==> src/rtl/mem_arbiter.sv <==
// rtl/mem_arbiter.sv - round-robin arbiter sharing one memory port between fetch and data channels
module mem_arbiter (
    input  logic        clk,
    input  logic        rst,
    input  logic        inst_req_valid,
    input  logic [31:0] inst_addr,
    output logic        inst_req_ready,
    output logic [31:0] inst_rdata,
    output logic        inst_rdata_valid,
    input  logic        inst_rdata_ready,
    input  logic        data_rd,
    input  logic        data_wr,
    input  logic [31:0] data_addr,
    input  logic [31:0] data_wdata,
    input  logic [3:0]  data_wstrb,
    output logic        data_req_ready,
    output logic [31:0] data_rdata,
    output logic        data_rdata_valid,
    input  logic        data_rdata_ready,
    output logic        mem_req_valid,
    input  logic        mem_req_ready,
    output logic [31:0] mem_addr,
    output logic        mem_wen,
    output logic [31:0] mem_wdata,
    output logic [3:0]  mem_wstrb,
    input  logic [31:0] mem_rdata,
    input  logic        mem_rdata_valid,
    output logic        mem_rdata_ready,
    output logic [31:0] cnt_inst_grant,
    output logic [31:0] cnt_data_grant,
    output logic [31:0] cnt_wait
);

    typedef enum logic [5:0] {
        IDLE      = 6'b000001,
        I_REQ     = 6'b000010,
        I_RESP    = 6'b000100,
        D_RD_REQ  = 6'b001000,
        D_RD_RESP = 6'b010000,
        D_WR_REQ  = 6'b100000
    } state_t;

    state_t      state_q, state_d;
    logic        last_grant_q, last_grant_d;   // 0 = inst, 1 = data
    logic [31:0] cnt_inst_grant_q, cnt_inst_grant_d;
    logic [31:0] cnt_data_grant_q, cnt_data_grant_d;
    logic [31:0] cnt_wait_q, cnt_wait_d;

    logic data_req;
    logic grant_inst;
    logic grant_data;
    logic wait_inc;

    assign data_req = data_rd | data_wr;

    // Arbitration: a lone requester wins; on a tie the channel not granted last wins.
    always_comb begin
        grant_inst = 1'b0;
        grant_data = 1'b0;
        if (state_q == IDLE) begin
            grant_inst = inst_req_valid && (!data_req || last_grant_q);
            grant_data = data_req && !grant_inst;
        end
    end

    // A wait cycle is any busy cycle in which the channel not being served has a request up.
    always_comb begin
        wait_inc = 1'b0;
        case (state_q)
            I_REQ, I_RESP:                  wait_inc = data_req;
            D_RD_REQ, D_RD_RESP, D_WR_REQ:  wait_inc = inst_req_valid;
            default:                        wait_inc = 1'b0;
        endcase
    end

    // Next-state, grant bookkeeping and channel routing; unused channel outputs stay at 0.
    always_comb begin
        state_d          = state_q;
        last_grant_d     = last_grant_q;
        cnt_inst_grant_d = cnt_inst_grant_q;
        cnt_data_grant_d = cnt_data_grant_q;
        cnt_wait_d       = cnt_wait_q + (wait_inc ? 32'd1 : 32'd0);
        inst_req_ready   = 1'b0;
        inst_rdata       = 32'd0;
        inst_rdata_valid = 1'b0;
        data_req_ready   = 1'b0;
        data_rdata       = 32'd0;
        data_rdata_valid = 1'b0;
        mem_req_valid    = 1'b0;
        mem_addr         = 32'd0;
        mem_wen          = 1'b0;
        mem_wdata        = 32'd0;
        mem_wstrb        = 4'd0;
        mem_rdata_ready  = 1'b0;
        case (state_q)
            IDLE: begin
                if (grant_inst) begin
                    state_d          = I_REQ;
                    last_grant_d     = 1'b0;
                    cnt_inst_grant_d = cnt_inst_grant_q + 32'd1;
                end else if (grant_data) begin
                    // A simultaneous read and write is served as a read.
                    state_d          = data_rd ? D_RD_REQ : D_WR_REQ;
                    last_grant_d     = 1'b1;
                    cnt_data_grant_d = cnt_data_grant_q + 32'd1;
                end
            end
            I_REQ: begin
                mem_req_valid  = 1'b1;
                mem_addr       = inst_addr;
                inst_req_ready = mem_req_ready;
                if (mem_req_ready) state_d = I_RESP;
            end
            I_RESP: begin
                inst_rdata       = mem_rdata;
                inst_rdata_valid = mem_rdata_valid;
                mem_rdata_ready  = inst_rdata_ready;
                if (mem_rdata_valid && inst_rdata_ready) state_d = IDLE;
            end
            D_RD_REQ: begin
                mem_req_valid  = 1'b1;
                mem_addr       = data_addr;
                data_req_ready = mem_req_ready;
                if (mem_req_ready) state_d = D_RD_RESP;
            end
            D_RD_RESP: begin
                data_rdata       = mem_rdata;
                data_rdata_valid = mem_rdata_valid;
                mem_rdata_ready  = data_rdata_ready;
                if (mem_rdata_valid && data_rdata_ready) state_d = IDLE;
            end
            D_WR_REQ: begin
                mem_req_valid  = 1'b1;
                mem_addr       = data_addr;
                mem_wen        = 1'b1;
                mem_wdata      = data_wdata;
                mem_wstrb      = data_wstrb;
                data_req_ready = mem_req_ready;
                if (mem_req_ready) state_d = IDLE;   // writes carry no response
            end
            default: state_d = IDLE;
        endcase
    end

    // State, round-robin pointer and performance counters; reset abandons any transaction.
    always_ff @(posedge clk or negedge rst) begin
        if (!rst) begin
            state_q          <= IDLE;
            last_grant_q     <= 1'b0;
            cnt_inst_grant_q <= 32'd0;
            cnt_data_grant_q <= 32'd0;
            cnt_wait_q       <= 32'd0;
        end else begin
            state_q          <= state_d;
            last_grant_q     <= last_grant_d;
            cnt_inst_grant_q <= cnt_inst_grant_d;
            cnt_data_grant_q <= cnt_data_grant_d;
            cnt_wait_q       <= cnt_wait_d;
        end
    end

    assign cnt_inst_grant = cnt_inst_grant_q;
    assign cnt_data_grant = cnt_data_grant_q;
    assign cnt_wait       = cnt_wait_q;

    // The CPU must never raise a data read and a data write together.
    assert property (@(posedge clk) disable iff (!rst) !(data_rd && data_wr));

endmodule
==> config.mk <==
export PLATFORM = sky130hd
export DESIGN_NAME = mem_arbiter
export DESIGN_NICKNAME = d
export VERILOG_FILES = /design/src/rtl/mem_arbiter.sv
export SDC_FILE = /design/constraint.sdc
export NUM_CORES = 1
export LEC_CHECK = 0
export ABC_AREA = 0
export ABC_CLOCK_PERIOD_IN_PS = 6500
export CAP_MARGIN = 30
export CORE_AREA = 3 3 145 147
export CTS_BUF_LIST = sky130_fd_sc_hd__clkbuf_8
export DETAILED_ROUTE_END_ITERATION = 8
export DIE_AREA = 0 0 148 150
export GPL_TIMING_DRIVEN = 0
export HOLD_SLACK_MARGIN = 0.03
export MAX_ROUTING_LAYER = met4
export PLACE_DENSITY = 0.68
export SYNTH_ARGS = -nofsm -noshare
export SYNTH_HDL_FRONTEND = slang
export SYNTH_SLANG_ARGS = --single-unit
==> constraint.sdc <==
create_clock -name clk -period 6.5 [get_ports clk]
set_clock_uncertainty 0.2 [all_clocks]
set_input_delay 1.95 -clock clk [delete_from_list [all_inputs] [get_ports clk]]
set_output_delay 1.95 -clock clk [all_outputs]
set_load 0.05 [all_outputs]
* After elaboration in Yosys (flattened, before gate mapping)
Index checks and enable logic that the tools add are counted. Widths: inputs -> output; s select.
Operators by class: add/subtract/negate cells 3, multipliers 0, div/mod/pow operators 0, $lt $le $gt $ge 0, equal/unequal tests 12, shift-type cells 0, mux-type cells 27, bitwise logic cells 2, reductions and logical operators 16
Operator list (count):
- $mux 32 | 3
- $add 32x1->32 const B | 2
- $pmux 32 s2 | 1
- $mux 6 | 8
- $pmux 6 s6 | 1
- $add 32x1->32 | 1
- $mux 1 | 11
- $ne 2x2->1 const B | 5
- $eq 6x1->1 const B | 1
- $eq 6x2->1 const B | 1
- $eq 6x3->1 const B | 1
- $eq 6x4->1 const B | 1
- $eq 6x5->1 const B | 1
- $eq 6x6->1 const B | 1
- $reduce_and 6->1 | 1
- $reduce_or 3->1 | 2
- $logic_and 1x1->1 | 4
- $mux 4 | 1
- $pmux 1 s2 | 2
- $reduce_and 2->1 | 2
- $reduce_or 2->1 | 2
- $ne 3x3->1 const B | 1
- $reduce_and 3->1 | 1
- $logic_not 1->1 | 2
- other kinds (4) | 4
Word-level totals: register bits 103, bits in latches 0, RAM bits 0, ROM bits 0, input bits 141, output and inout port bits 235, word-level logic and storage cells 65, memories kept 0

* Logic depth before layout (Yosys ltp)
Gate-level depths: netlist of the first run.
word-level depth 10, depth in mapped cells 13, gate-level depth less buffers 10

* Least setup slack after synthesis of the first run
OpenSTA, ideal clock, no wires.
path kind reg2out, start register state_q[5], end output mem_req_valid, arrival time 2.435 ns, data required time 4.350 ns, setup slack 1.915 ns, stages on the path, launching flop included 5, path buffers 1, cell sequence dfrtp_1 > clkbuf_1 > xor2_1 > nor2_1 > nor4bb_1
On the way: longest elaborated chain between the ends 3, elaborated cells between the ends (all ways) 5, those cells by class 3 x eq/ne; 1 x mux; 1 x reduce/logical
RTL lines:
- start, declared | line 43 | state_t state_q, state_d;
- start signal, assigned | line 154 | state_q <= state_d;
- $eq 6x6->1 (tied with other cells) | line 95 | case (state_q)
- $reduce_or 3->1 (no source line) *
- $mux 1 * | line 95
- end, declared | line 20 | output logic mem_req_valid,
Every way passes the cells marked *; elsewhere a longest branch is shown, timed or not.

* Final worst setup path of the first run
start input mem_req_ready, end output inst_req_ready
On the way: longest elaborated chain between the ends 1
RTL lines:
- start, declared | line 21 | input logic mem_req_ready,
- $mux 1 | line 95
- end, declared | line 7 | output logic inst_req_ready,
No other way between the ends.

==> results of run 1 <==
==> report_power, final <==
group	leakage [nW]	switching (mW)	internal, mW	total [mW]
clock network	0.113	0.259	0.191	0.450
registers	1.33	0.0918	0.709	0.801
logic	2.94	0.955	0.489	1.44
==> layout make-up <==
class | count | area share, %
timing repair buffer | 375 | 36.4
multi-input combinational | 476 | 31.3
inverter | 18 | 0.653
buffer | 33 | 1.20
clock buffer | 9 | 1.20
tap | 270 | 3.27
sequential | 103 | 24.9
clock inverter | 7 | 0.992
antenna | 2 | 0.0484
==> synth_stat cells, drive strengths merged, types with 3 or more instances <==
library cell	count	area, µm²
xor2	68	596
nor2	16	60.1
nor3	28	140
o21ai	4	20.0
clkbuf	30	113
and4	15	131
nand4	26	169
buf	3	11.3
nand2	35	131
nor4	40	265
and2	111	694
a22o	34	298
xnor2	25	219
nor4bb	5	50.1
inv	18	67.6
a21oi	3	15.0
ha	4	50.1
dfrtp	102	2550
and3	9	56.3
nand3	29	145
==> cells in the final DEF, fill, tap and decap left out, drive strengths merged, types with 3 or more instances in the layout <==
cell type        n
nor4            40
clkbuf          39
nor3            28
buf              5
nand3           29
nand2           35
clkdlybuf4s50  373
o21ai            4
and4            15
ha               4
and3             9
clkinv           4
a22o            34
and2           111
dfrtp          102
xnor2           25
nand4           26
xor2            68
nor4bb           5
a21oi            3
nor2            16
inv             20
==> worst max path at each step <==
stage	start	to	slack (ps)	cells after the start
5_1_grt	state_q[5]	mem_addr[17]	430	7
3_3_place_gp	rst	cnt_inst_grant[1]	-810	1
6_report	mem_req_ready	inst_req_ready	730	3
4_1_cts	state_q[4]	mem_addr[21]	650	7
3_5_place_dp	mem_req_ready	inst_req_ready	730	3
2_1_floorplan	state_q[5]	mem_req_valid	1910	4
==> registers in the layout, summed over array words and instances, names as in the netlist <==
| name | count |
|---|---|
| last_grant_q | 1 |
| cnt_inst_grant | 32 |
| cnt_data_grant | 32 |
| state_q | 6 |
| cnt_wait | 32 |
==> kinds of logic (layout without fill, tap and decap cells) <==
family	Yosys count	in the layout	share of synthesized area, %
other	0	2	0
AOI/OAI and AO/OA	49	49	6.60
buffers and inverters	51	442	3.19
and+or+nand+nor	327	327	32.3
DFF	103	103	42.9
muxes	3	3	0.542
adders and majority gates	4	4	0.833
xor gates and xnor gates	93	93	13.6
==> layer usage <==
metal | up-vias | GRT usage (%)
met1 | 3018 | 32.7
met4 | 0 | 7.71
met5 | - | -
li1 | 3004 | -
met2 | 272 | 38.4
met3 | 32 | 6.21
==> worst max-delay path: stages <==
cell	delay [ps]
sky130_fd_sc_hd__clkdlybuf4s50_1	590
sky130_fd_sc_hd__and2_1	190
sky130_fd_sc_hd__clkdlybuf4s50_1	880
==> stage by stage <==
| step | hold WS [ps] | cell area (µm²) | setup WS (ps) | power [mW] |
|---|---|---|---|---|
| 6_report | 269 | 10300 | 730 | 2.70 |
| 3_5_place_dp | 261 | 10100 | 732 | 2.26 |
| 5_1_grt | 291 | 10300 | 430 | 2.82 |
| 3_3_place_gp | 255 | 10100 | -812 | 2.25 |
| 4_1_cts | 277 | 10300 | 655 | 2.72 |
| 2_1_floorplan | 324 | 6010 | 1910 | 1.67 |
==> flow_summary.json, run 1 <==
{
  "synth_area_um2": 6010,
  "wire_per_inst_um": 21.7,
  "routed.top_layer": "met4",
  "initialDrtViolationCount": 333,
  "cts-root-buf": "sky130_fd_sc_hd__clkbuf_8",
  "timing.rr.start": "state_q[5]",
  "fin_tns_setup_ps": 0,
  "min_delay_worst_endpoint": "cnt_data_grant[31]",
  "drtAntennaViolNets": 0,
  "dominantRegCellSynth": "sky130_fd_sc_hd__dfrtp_1",
  "synth_enable_flop_cells": 0,
  "worst_slew_pin_slew_ps": 723,
  "grt_setup_unrepaired": "false",
  "criticalPathCategory": "input pin to output pin",
  "dr_wl_met2_mm": 12.9,
  "die_w_um": 148,
  "finish.net_count": 1161,
  "worstHoldStart": "cnt_data_grant[31]",
  "holdPathStages": 1,
  "core_util_final_pct": 51.6,
  "maximum_number_of_pins_on_one_net_before_global_route_repair": 59,
  "postCtsSetupBuffers": 0,
  "seq_area_um2": 2580,
  "finalWeightedCongestion": 0.951,
  "nFillCells": 1950,
  "max_slew_margin_pct": 51.7,
  "clock_sink_count": 103,
  "place.port_buffers": 374,
  "report.final.setup_viol": 0,
  "synthCells": 630,
  "ys_seq_elements": 103,
  "synth-async-reset-ratio_pct": 100,
  "dpl.hpwl_mm": 23.7,
  "static-leakage-power_nw": 4.38,
  "viasPerCell": 4.89,
  "critical_path_peak_fanout": 6,
  "r2r_slack_ps": 2200,
  "drc_errors": 0,
  "drt_wl_total_mm": 28.0,
  "initial_core_util_pct": 30.0,
  "final-hold-violation-count": 0,
  "design.core.area_um2": 20000,
  "ff2ff_path_depth": 13,
  "die-area_um2": 22200,
  "grt_use_total_pct": 25.0,
  "routed-wl-met3_mm": 2.26,
  "boundaryPins": 376,
  "layout_worst_path_cycle_share_pct": 88.8,
  "cts_max_level": 3,
  "stdcell_count": 1293,
  "synth-seq-area-share_pct": 42.9,
  "power_density_nw_per_um2": 261,
  "clkSlewWorstSetupHoldPaths_ps": 110,
  "peakVddDrop_uv": 134,
  "first_pass_grt_wire_length_mm": 40.0,
  "cts_max_path_buffers": 2,
  "clkLatencyLatePin_ps": 380,
  "maxClockFrequency_ghz": 0.173,
  "timing.max_cap.violations": 0,
  "antenna_violations_before_repair": 5,
  "pre_repair_dr_iteration_count": 6,
  "number_of_buffers_inserted_during_clock_tree_synthesis": 9,
  "remaining_global_route_overflow": 0,
  "critical_path_required_ps": 4350,
  "syn-num-nets": 775,
  "count_of_instances_resized_after_the_clock_tree_is_built": 0,
  "chipHeight_um": 150,
  "run_status": "complete, no violations",
  "postCtsHoldBufs": 0,
  "wl_met1_mm": 12.0,
  "min-delay-path-class": "flip-flop to flip-flop",
  "final_max_slew_viol_count": 0,
  "placed_cells": 1275,
  "first_global_vias": 6099,
  "area_of_combinational_cells_with_multiple_inputs_um2": 3240,
  "synth.yosys.warnings": 0,
  "drive_above_1_share_pct": 2.45,
  "synth.distinct_cells": 42,
  "areaGrowthSynthToFinish_pct": 72.2,
  "setup.worst_path.start_class": "input pin",
  "post_synth.cell_area_avg_um2": 9.53,
  "cp_data_arrival_time_ps": 3620,
  "via_count": 6326,
  "tritoncts_clock_tree": "yes",
  "worst_r2r_endpoint": "cnt_wait[28]",
  "post-route-min-period_ps": 5770,
  "placement_rows": 52,
  "worstSetupEndpointType": "output pin"
}
(Power assumes the default switching activity.)
==> run 2, diff against run 1 <==
--- a/config.mk
+++ b/config.mk
@@ -15,7 +15,7 @@
 export GPL_TIMING_DRIVEN = 0
 export HOLD_SLACK_MARGIN = 0.03
 export MAX_ROUTING_LAYER = met4
-export PLACE_DENSITY = 0.68
+export PLACE_DENSITY_LB_ADDON = 0.05
 export SYNTH_ARGS = -nofsm -noshare
 export SYNTH_HDL_FRONTEND = slang
 export SYNTH_SLANG_ARGS = --single-unit
==> flow_summary.json, run 2 (synthesis gave the netlist of run 1 again) <==
{
  "run_status": "complete, no violations",
  "power.share.sequential_pct": 30.3,
  "layout.cells.most_common_list": "373 x sky130_fd_sc_hd__clkdlybuf4s50_1, 111 x sky130_fd_sc_hd__and2_1, 102 x sky130_fd_sc_hd__dfrtp_1, 68 x sky130_fd_sc_hd__xor2_1, 39 x sky130_fd_sc_hd__nor4_1",
  "viasPerCell": 4.75,
  "placed_cells": 1275,
  "via_count": 6126,
  "drt_wl_total_mm": 26.4,
  "postCtsSetupBuffers": 0,
  "ff2ff_path_depth": 13,
  "clkPwrFrac_pct": 15.4,
  "pre_repair_dr_iteration_count": 4,
  "chipHeight_um": 150,
  "r2r_slack_ps": 2180,
  "drive_above_1_share_pct": 2.45,
  "maxClockFrequency_ghz": 0.172,
  "clkSlewWorstSetupHoldPaths_ps": 100,
  "swShare_pct": 49.0,
  "worst_slew_pin_slew_ps": 770,
  "tritoncts_clock_tree": "yes",
  "min-delay-path-class": "flip-flop to flip-flop",
  "mostFrequentLayoutCell": "sky130_fd_sc_hd__clkdlybuf4s50_1",
  "p_switching_mw": 1.29,
  "count_of_instances_resized_after_the_clock_tree_is_built": 0,
  "die_w_um": 148,
  "path_cells": "clkdlybuf4s50_1, and2_1, clkdlybuf4s50_1",
  "combinationalPowerShare_pct": 54.3,
  "worst_r2r_endpoint": "cnt_wait[28]",
  "final-hold-violation-count": 0,
  "areaGrowthSynthToFinish_pct": 71.5,
  "core_util_final_pct": 51.4,
  "finish.net_count": 1161,
  "layout_worst_path_cycle_share_pct": 89.5,
  "crit_family": "buffers and inverters",
  "critical_path_peak_fanout": 6,
  "dpl.hpwl_mm": 21.9,
  "report.final.setup_viol": 0,
  "stdcell_count": 1291,
  "antennaDiodeCount": 0,
  "placement_rows": 52,
  "cell_internal_pwr_mw": 1.35,
  "drtAntennaViolNets": 0,
  "final_max_slew_viol_count": 0,
  "remaining_global_route_overflow": 0,
  "worstHoldStart": "cnt_wait[31]",
  "postCtsHoldBufs": 0,
  "wire_per_inst_um": 20.4,
  "fin_tns_setup_ps": 0,
  "finalWeightedCongestion": 0.914,
  "cts_max_level": 3,
  "critical_path_required_ps": 4350,
  "grt_setup_unrepaired": "false",
  "criticalPathCategory": "input pin to output pin",
  "min_delay_worst_endpoint": "cnt_wait[31]",
  "critPathSlowestCell": "sky130_fd_sc_hd__clkdlybuf4s50_1",
  "fin_hold_ws_ps": 270,
  "clock_sink_count": 103,
  "critical_path.most_common_cell": "sky130_fd_sc_hd__clkdlybuf4s50_1",
  "clkLatencyLatePin_ps": 390,
  "cts-root-buf": "sky130_fd_sc_hd__clkbuf_8",
  "die-area_um2": 22200,
  "first_global_vias": 6005,
  "design.core.area_um2": 20000,
  "place.port_buffers": 374,
  "slowest_cell_delay_on_critical_path_ps": 880,
  "timing.max_cap.violations": 0,
  "number_of_buffers_inserted_during_clock_tree_synthesis": 9,
  "cts_max_path_buffers": 2,
  "setup.worst_path.start_class": "input pin",
  "max_slew_margin_pct": 48.5,
  "finalWorstSetupSlack_ps": 684,
  "power_density_nw_per_um2": 256,
  "first_pass_grt_wire_length_mm": 38.4,
  "antenna_violations_before_repair": 0,
  "grt_use_total_pct": 23.6,
  "static-leakage-power_nw": 4.36,
  "critPathBufInv": 2,
  "boundaryPins": 376,
  "worstSetupEndpointType": "output pin",
  "pre_cts_ws_ps": 683,
  "timing.rr.start": "state_q[5]",
  "peakVddDrop_uv": 137,
  "holdPathStages": 1,
  "drc_errors": 0,
  "post-route-min-period_ps": 5820,
  "cp_data_arrival_time_ps": 3670,
  "initial_core_util_pct": 30.0,
  "maximum_number_of_pins_on_one_net_before_global_route_repair": 70,
  "initialDrtViolationCount": 260
}
run 2: routing by layer:
layer	GRT usage, %	up-vias	part of all wire [%]
li1	-	2998	-
met2	38.1	184	49
met3	4.51	17	5.3
met1	31.3	2927	45
met5	-	-	0
met4	4.48	0	0.87
run 2: per-stage QoR:
step                      instance area [µm²]  total power [mW]
after global routing                    10300              2.76
after floorplan                          6010              1.67
final                                   10300              2.64
after detailed placement                10100              2.25
after CTS                               10300              2.67
after global placement                  10100              2.25
run 2: final cells by class:
class                   instances  area [µm²]
clock inverters                 7        63.8
plain buffers                  33         124
multi-input cells             476        3240
flip-flops and latches        103        2580
repair buffers                375        3770
inverters                      18        67.6
fillers                      1927        9740
clock buffers                   9         124
well taps                     270         338
run 2: worst max path at each step:
stage | cells past startpoint | start | slack (ps) | endpoint
final | 3 | mem_req_ready | 680 | inst_req_ready
after CTS | 3 | mem_req_ready | 680 | inst_req_ready
after global routing | 7 | state_q[4] | 550 | mem_addr[3]
after detailed placement | 3 | mem_req_ready | 680 | inst_req_ready
after floorplan | 4 | state_q[5] | 1910 | mem_req_valid
after global placement | 1 | rst | -890 | cnt_inst_grant[31]
run 2: power groups by stage:
stage / combinational (mW) / clock [mW] / sequential, mW
after global placement: 1.44 / 0 / 0.811
after detailed placement: 1.44 / 0 / 0.811
after CTS: 1.45 / 0.419 / 0.800
after global routing: 1.50 / 0.442 / 0.815
after floorplan: 0.706 / 0 / 0.963
final: 1.43 / 0.407 / 0.800
